==> src/rtl/one_hot_scanner.sv <==
// ---------------------------------------------------------------------------
// one_hot_scanner
//   Time-multiplexed one-hot channel selector for digit / column selects.
//   A prescaler sets how long each channel is selected. The scan order is
//   up, down, ping-pong or hold. The registered binary index is presented
//   alongside the one-hot select.
//
// Optional feature (compile-time macro):
//   ONE_HOT_SCANNER_BLANKING_EN
//     When defined, every step or load forces all selects inactive for
//     BLANK_CYCLES cycles at the start of the new dwell, with o_blank high.
//     When undefined, o_blank is tied low and BLANK_CYCLES is unused.
//
// Parameters:
//   NUM_CHANNELS  number of select lines (2..256)
//   PRESCALE      clock cycles per channel dwell (>= 2)
//   ACTIVE_LOW    1 inverts o_one_hot so the active line is 0
//   BLANK_CYCLES  blanking length per switch (< PRESCALE)
//
// Ports:
//   i_clk         system clock, rising edge
//   i_reset_n     asynchronous active-low reset
//   i_enable      1 = prescaler runs; 0 = prescaler and index frozen
//   i_mode        00 up, 01 down, 10 ping-pong, 11 hold
//   i_load        synchronous load strobe (wins over a coincident step)
//   i_load_index  index to load; clamped to NUM_CHANNELS-1
//   o_one_hot     registered one-hot select
//   o_index       registered binary index of the selected channel
//   o_tick        one-cycle pulse on the first cycle of a stepped-to channel
//   o_blank       high while selects are forced inactive
// ---------------------------------------------------------------------------
module one_hot_scanner #(
  parameter int unsigned  NUM_CHANNELS = 4,
  parameter int unsigned  PRESCALE     = 1000,
  parameter bit           ACTIVE_LOW   = 1'b0,
  parameter int unsigned  BLANK_CYCLES = 16,
  localparam int unsigned IDX_W        = $clog2(NUM_CHANNELS)
) (
  input  logic                    i_clk,
  input  logic                    i_reset_n,
  input  logic                    i_enable,
  input  logic [1:0]              i_mode,
  input  logic                    i_load,
  input  logic [IDX_W-1:0]        i_load_index,
  output logic [NUM_CHANNELS-1:0] o_one_hot,
  output logic [IDX_W-1:0]        o_index,
  output logic                    o_tick,
  output logic                    o_blank
);

  localparam int unsigned CNT_W = $clog2(PRESCALE);

  localparam logic [IDX_W-1:0]        LAST_IDX  = IDX_W'(NUM_CHANNELS - 1);
  localparam logic [CNT_W-1:0]        CNT_LAST  = CNT_W'(PRESCALE - 1);
  localparam logic [NUM_CHANNELS-1:0] INACTIVE  = {NUM_CHANNELS{ACTIVE_LOW}};
  localparam logic [NUM_CHANNELS-1:0] RESET_SEL = INACTIVE ^ NUM_CHANNELS'(1);

  typedef enum logic [1:0] {
    MODE_UP   = 2'b00,
    MODE_DOWN = 2'b01,
    MODE_PING = 2'b10,
    MODE_HOLD = 2'b11
  } mode_e;

  // Reject parameter sets the datapath cannot honour.
  if (NUM_CHANNELS < 2 || NUM_CHANNELS > 256 || PRESCALE < 2 ||
      BLANK_CYCLES >= PRESCALE) begin : g_bad_cfg
    $error("one_hot_scanner: illegal parameter combination");
  end

  // -------------------------------------------------------------------------
  // State and next-state signals
  // -------------------------------------------------------------------------
  logic [CNT_W-1:0]        r_cnt;
  logic [CNT_W-1:0]        w_cnt_nxt;
  logic [IDX_W-1:0]        r_index;
  logic [IDX_W-1:0]        w_index_nxt;
  logic                    r_dir;
  logic                    w_dir_nxt;
  logic                    r_tick;
  logic                    w_tick_nxt;
  logic [NUM_CHANNELS-1:0] r_one_hot;
  logic [NUM_CHANNELS-1:0] w_one_hot_nxt;
  logic                    w_blank_nxt;

  mode_e                   w_mode;
  logic                    w_wrap;
  logic                    w_step;
  logic                    w_ping_dir;
  logic [IDX_W:0]          w_ld_ext;
  logic [IDX_W-1:0]        w_ld_idx;
  logic [NUM_CHANNELS-1:0] w_sel;

  // Step qualification and load-index clamp.
  always_comb begin
    w_mode   = mode_e'(i_mode);
    w_wrap   = i_enable && (r_cnt == CNT_LAST);
    w_step   = w_wrap && (w_mode != MODE_HOLD);
    // One extra bit keeps the clamp compare meaningful for power-of-two N.
    w_ld_ext = {1'b0, i_load_index};
    w_ld_idx = (w_ld_ext > (IDX_W + 1)'(NUM_CHANNELS - 1)) ? LAST_IDX : i_load_index;
  end

  // Ping-pong direction with endpoint reversal applied before the move.
  always_comb begin
    w_ping_dir = r_dir;
    if (r_index == LAST_IDX) begin
      w_ping_dir = 1'b1;
    end else if (r_index == '0) begin
      w_ping_dir = 1'b0;
    end
  end

  // Next prescaler count, index, direction and tick.
  always_comb begin
    w_cnt_nxt   = r_cnt;
    w_index_nxt = r_index;
    w_dir_nxt   = r_dir;
    w_tick_nxt  = 1'b0;

    if (i_load) begin
      w_cnt_nxt   = '0;
      w_index_nxt = w_ld_idx;
      w_dir_nxt   = (w_ld_idx == LAST_IDX);
    end else if (i_enable) begin
      w_cnt_nxt = w_wrap ? '0 : CNT_W'(r_cnt + 1'b1);
      if (w_step) begin
        w_tick_nxt = 1'b1;
        case (w_mode)
          MODE_UP: begin
            w_index_nxt = (r_index == LAST_IDX) ? '0 : IDX_W'(r_index + 1'b1);
          end
          MODE_DOWN: begin
            w_index_nxt = (r_index == '0) ? LAST_IDX : IDX_W'(r_index - 1'b1);
          end
          MODE_PING: begin
            w_dir_nxt   = w_ping_dir;
            w_index_nxt = w_ping_dir ? IDX_W'(r_index - 1'b1) : IDX_W'(r_index + 1'b1);
          end
          default: begin
            w_index_nxt = r_index;
          end
        endcase
      end
    end
  end

  // -------------------------------------------------------------------------
  // Optional blanking: counts remaining blank cycles of the current dwell.
  // -------------------------------------------------------------------------
`ifdef ONE_HOT_SCANNER_BLANKING_EN
  localparam int unsigned BLK_W = (BLANK_CYCLES > 0) ? $clog2(BLANK_CYCLES + 1) : 1;

  logic [BLK_W-1:0] r_blank_cnt;
  logic [BLK_W-1:0] w_blank_cnt_nxt;
  logic             r_blank;

  // Restart on every step or load; count down only while enabled.
  always_comb begin
    w_blank_cnt_nxt = r_blank_cnt;
    if (i_load || w_step) begin
      w_blank_cnt_nxt = BLK_W'(BLANK_CYCLES);
    end else if (i_enable && (r_blank_cnt != '0)) begin
      w_blank_cnt_nxt = BLK_W'(r_blank_cnt - 1'b1);
    end
    w_blank_nxt = (w_blank_cnt_nxt != '0);
  end

  always_ff @(posedge i_clk or negedge i_reset_n) begin
    if (!i_reset_n) begin
      r_blank_cnt <= '0;
      r_blank     <= 1'b0;
    end else begin
      r_blank_cnt <= w_blank_cnt_nxt;
      r_blank     <= w_blank_nxt;
    end
  end

  assign o_blank = r_blank;
`else
  assign w_blank_nxt = 1'b0;
  assign o_blank     = 1'b0;
`endif

  // Decode the next index so the select registers align with o_index.
  always_comb begin
    w_sel = '0;
    for (int unsigned i = 0; i < NUM_CHANNELS; i++) begin
      if (w_index_nxt == IDX_W'(i)) begin
        w_sel[i] = 1'b1;
      end
    end
    w_one_hot_nxt = (w_blank_nxt ? '0 : w_sel) ^ INACTIVE;
  end

  // State and output registers.
  always_ff @(posedge i_clk or negedge i_reset_n) begin
    if (!i_reset_n) begin
      r_cnt     <= '0;
      r_index   <= '0;
      r_dir     <= 1'b0;
      r_tick    <= 1'b0;
      r_one_hot <= RESET_SEL;
    end else begin
      r_cnt     <= w_cnt_nxt;
      r_index   <= w_index_nxt;
      r_dir     <= w_dir_nxt;
      r_tick    <= w_tick_nxt;
      r_one_hot <= w_one_hot_nxt;
    end
  end

  assign o_one_hot = r_one_hot;
  assign o_index   = r_index;
  assign o_tick    = r_tick;

endmodule

==> config.mk <==
export PLATFORM = sky130hd
export DESIGN_NAME = one_hot_scanner
export DESIGN_NICKNAME = d
export VERILOG_FILES = /design/src/rtl/one_hot_scanner.sv
export SDC_FILE = /design/constraint.sdc
export NUM_CORES = 1
export LEC_CHECK = 0
export ABC_AREA = 0
export CORE_MARGIN = 3
export CORE_UTILIZATION = 55
export CTS_BUF_LIST = sky130_fd_sc_hd__clkbuf_4 sky130_fd_sc_hd__clkbuf_8
export DETAILED_ROUTE_END_ITERATION = 8
export DONT_BUFFER_PORTS = 1
export PLACE_DENSITY = 0.71
export SKIP_LAST_GASP = 1
export SLEW_MARGIN = 20
export SYNTH_ARGS = -nofsm -noshare
export SYNTH_HDL_FRONTEND = slang
export SYNTH_SLANG_ARGS = --single-unit
==> constraint.sdc <==
create_clock -name i_clk -period 1.82 [get_ports i_clk]
set_input_delay 0.182 -clock i_clk [delete_from_list [all_inputs] [get_ports i_clk]]
set_output_delay 0.182 -clock i_clk [all_outputs]
set_load 0.01 [all_outputs]
==> metrics.md <==
| Metric | Value |
|---|---|
| Syn_area_per_cell | `a little over 10 um2` |
| Num CTS Buffers | `3` |
| WP data arrival | `between 1.5 and 2 ns` |
| Startpoint types | `flip-flop` |
| Die height | `48.64 um` |
| First-pass GRT wire length | `approximately 3.5 mm` |
| Slew headroom | `0.4447` |
| Cell Chain, Critical Path | `nand4b_4 -> a2111o_1 -> o41a_1 -> a22oi_2` |
| Dpl cell area | `between 1000 and 1500 um2` |
| Total track usage | `0.1829` |
| Synth unique cells | `45` |
| Initial Util | `0.6203` |
| Setup Skew | `0.004963 ns` |
| Pins Over Slew Limit | `0` |
| DR vias | `slightly above 800` |
| Peak supply drop | `approximately 0.55 mV` |
| Largest net degree at the start of global routing | `19` |
| Initial antenna violation count | `0` |
| Post-route cell area | `1222 um2` |
| Synth Flop Type | `dfrtp_1` |
| Hold Crit Start | `i_enable` |
| Post-DP HPWL | `~1.4 mm` |
| RR Startpoint | `r_cnt[3]` |
| Share of post-route cells with drive strength above 1 | `0.3083` |
| CP peak stage delay | `0.48 ns` |
| GPL Wtd Cong | `roughly 0.84` |
| TritonCTS clock tree | `built` |
| Critical Path Source | `r_cnt[3]` |
| First-pass DRT Iterations | `4` |
| Outcome | `complete, no violations` |
| PD cells | `631.8 nW/um2` |
| Post-synth ARST share | `1.000` |
| Iteration-0 DRC Markers | `16` |
| CP Data Required Time | `a little over 2 ns` |
| Clock sink count | `18` |
| Root Driver | `clkbuf_4` |
| Max Clk Rate | `~0.57 GHz` |
| Nets | `between 100 and 150` |
| Buf+Inv Stages, Crit Path | `0` |
| Worst Setup Path Type | `reg2reg` |
| R2r setup slk | `approximately 0.055 ns` |
| Post-Syn Nets | `between 100 and 150` |
| Post-synthesis cell count | `99` |
| YS warnings | `0` |
| Vias in the first global route | `about 820` |
| Final period utilization | `0.9698` |
| WL/cell | `approximately 15 um` |
| Final hold vios | `0` |
| Die area | `roughly 2400 um2` |
| Detailed Route WL | `2.152 mm` |
| Max Cap Violations | `0` |
| Clk slew on worst S/H paths | `~0.10 ns` |
| Clk buf depth | `2` |
| Num rows | `14` |
| Antenna fix cells | `0` |
| CP Max Fanout | `4` |
| Sequential area share after synthesis | `0.4518` |
| Die Wd | `48.64 um` |
| DRC | `0` |
| H-tree levels | `1` |
| Flops & latches, synth | `18` |
| Latest clock arrival within the worst-skew pair | `between 0.2 and 0.3 ns` |
| Setup TNS | `0 ns` |
| Slowest cell on the critical path | `o41a_1` |
| Mapped Area | `between 900 and 1000 um2` |
| Worst setup EP type | `flip-flop` |
| Setup violators final | `0` |
| Vias per cell | `roughly 5.8` |
| Slew @ Worst Pin | `roughly 0.83 ns` |
| Input/output buffers | `0` |
| I/O pins | `16` |
| Core Area | `roughly 1600 um2` |
| Antenna Nets Post-Route | `0` |
| GRT overflow | `0` |
| Delay-heaviest family, CP | `compound AO/OA/AOI/OAI gates` |
| Final period demand of the worst path | `1.765 ns` |
| Leakage | `~0.56 nW` |
| Hold Crit Class | `in2reg` |
| Synth-to-layout area growth | `22.28%` |
| EDFF count, synth | `0` |
==> final timing paths <==
kind | cells past startpoint | endpoint
max | 4 | o_one_hot[3]
min | 2 | r_cnt[1]
max reg2reg | 4 | o_one_hot[3]
min reg2reg | 1 | r_dir
max in group asynchronous | 1 | o_index[0]
min in group asynchronous | 1 | r_dir
==> through the flow <==
| stage | setup slack, ns | power (mW) | utilization | cells | hold slack, ns |
|---|---|---|---|---|---|
| after CTS | 0.003305 | 0.7707 | 0.7096 | 137 | 0.006129 |
| after detailed placement | 0.001643 | 0.5362 | 0.6739 | 131 | -0.1132 |
| after global placement | 0.01214 | 0.5345 | 0.6739 | 131 | -0.1132 |
| after floorplan | 0.07399 | 0.5157 | - | 99 | -0.1136 |
| final | 0.05500 | 0.7723 | 0.7585 | 144 | 0.02487 |
| after global routing | -0.05232 | 0.8064 | 0.7585 | 144 | 0.02976 |
==> flip-flops by register name, indices dropped and copies added, names as in the netlist <==
name / cells
r_dir: 1
o_one_hot: 4
r_cnt: 10
o_tick: 1
o_index: 2
==> logic make-up after synthesis <==
| kind of cell | synth area share |
|---|---|
| buf+inv | 0.04130 |
| other cells | 0.003751 |
| simple gates | 0.1853 |
| flops | 0.4518 |
| compound gates | 0.2153 |
| xor+xnor | 0.04380 |
| mux | 0.02128 |
| fa+ha+maj | 0.03755 |
==> final cells by class <==
cell class | count | area, um2
multi-input cells | 73 | 538.0
flip-flops and latches | 18 | 454.2
fillers | 126 | 389.1
repair buffers | 19 | 147.6
clock buffers | 4 | 30.03
well taps | 24 | 30.03
inverters | 6 | 22.52
==> report_power, final <==
part	internal [mW]	total, mW	switching (mW)
clock	0.100	0.220	0.120
combinational	0.0533	0.114	0.0607
sequential	0.421	0.438	0.0174
==> repair_timing <==
item,4_1_cts,5_1_grt
pin swaps,0,3
endpoints found under the hold margin,20,0
hold buffers,2,0
setup endpoints to repair,2,4
setup buffers,0,7
gates resized for setup,1,6
gates cloned,0,0
==> cell usage after synthesis, drive strengths merged, types with 2 or more instances <==
master	count	area [um2]
dfrtp	17	425.4
nor2	9	33.78
nand2	8	32.54
inv	6	22.52
o21ai	6	30.02
a21oi	4	20.02
nor3	4	20.02
xnor2	4	35.03
ha	3	37.54
nand3	3	15.01
or3	3	18.77
a21o	2	16.27
a22oi	2	20.02
buf	2	18.77
nand4b	2	23.77
==> cells in the final DEF, fill, tap and decap left out, drive strengths merged, types with 2 or more instances in the layout <==
master	instances
nand4b	2
or3	3
buf	17
nand2	8
nor2	9
xnor2	4
a21o	2
inv	6
a22oi	2
nor3	4
nand3	3
dfrtp	17
dlygate4sd3	2
clkbuf	4
o21ai	6
a21oi	4
ha	3
==> layer usage <==
metal  part of all wire  GRT usage
met2               0.52     0.3167
met3              0.056    0.05828
met4             0.0051    0.02844
met5                  0          0
met1               0.42     0.2255
Note: power is estimated with default switching activity, not from simulation.
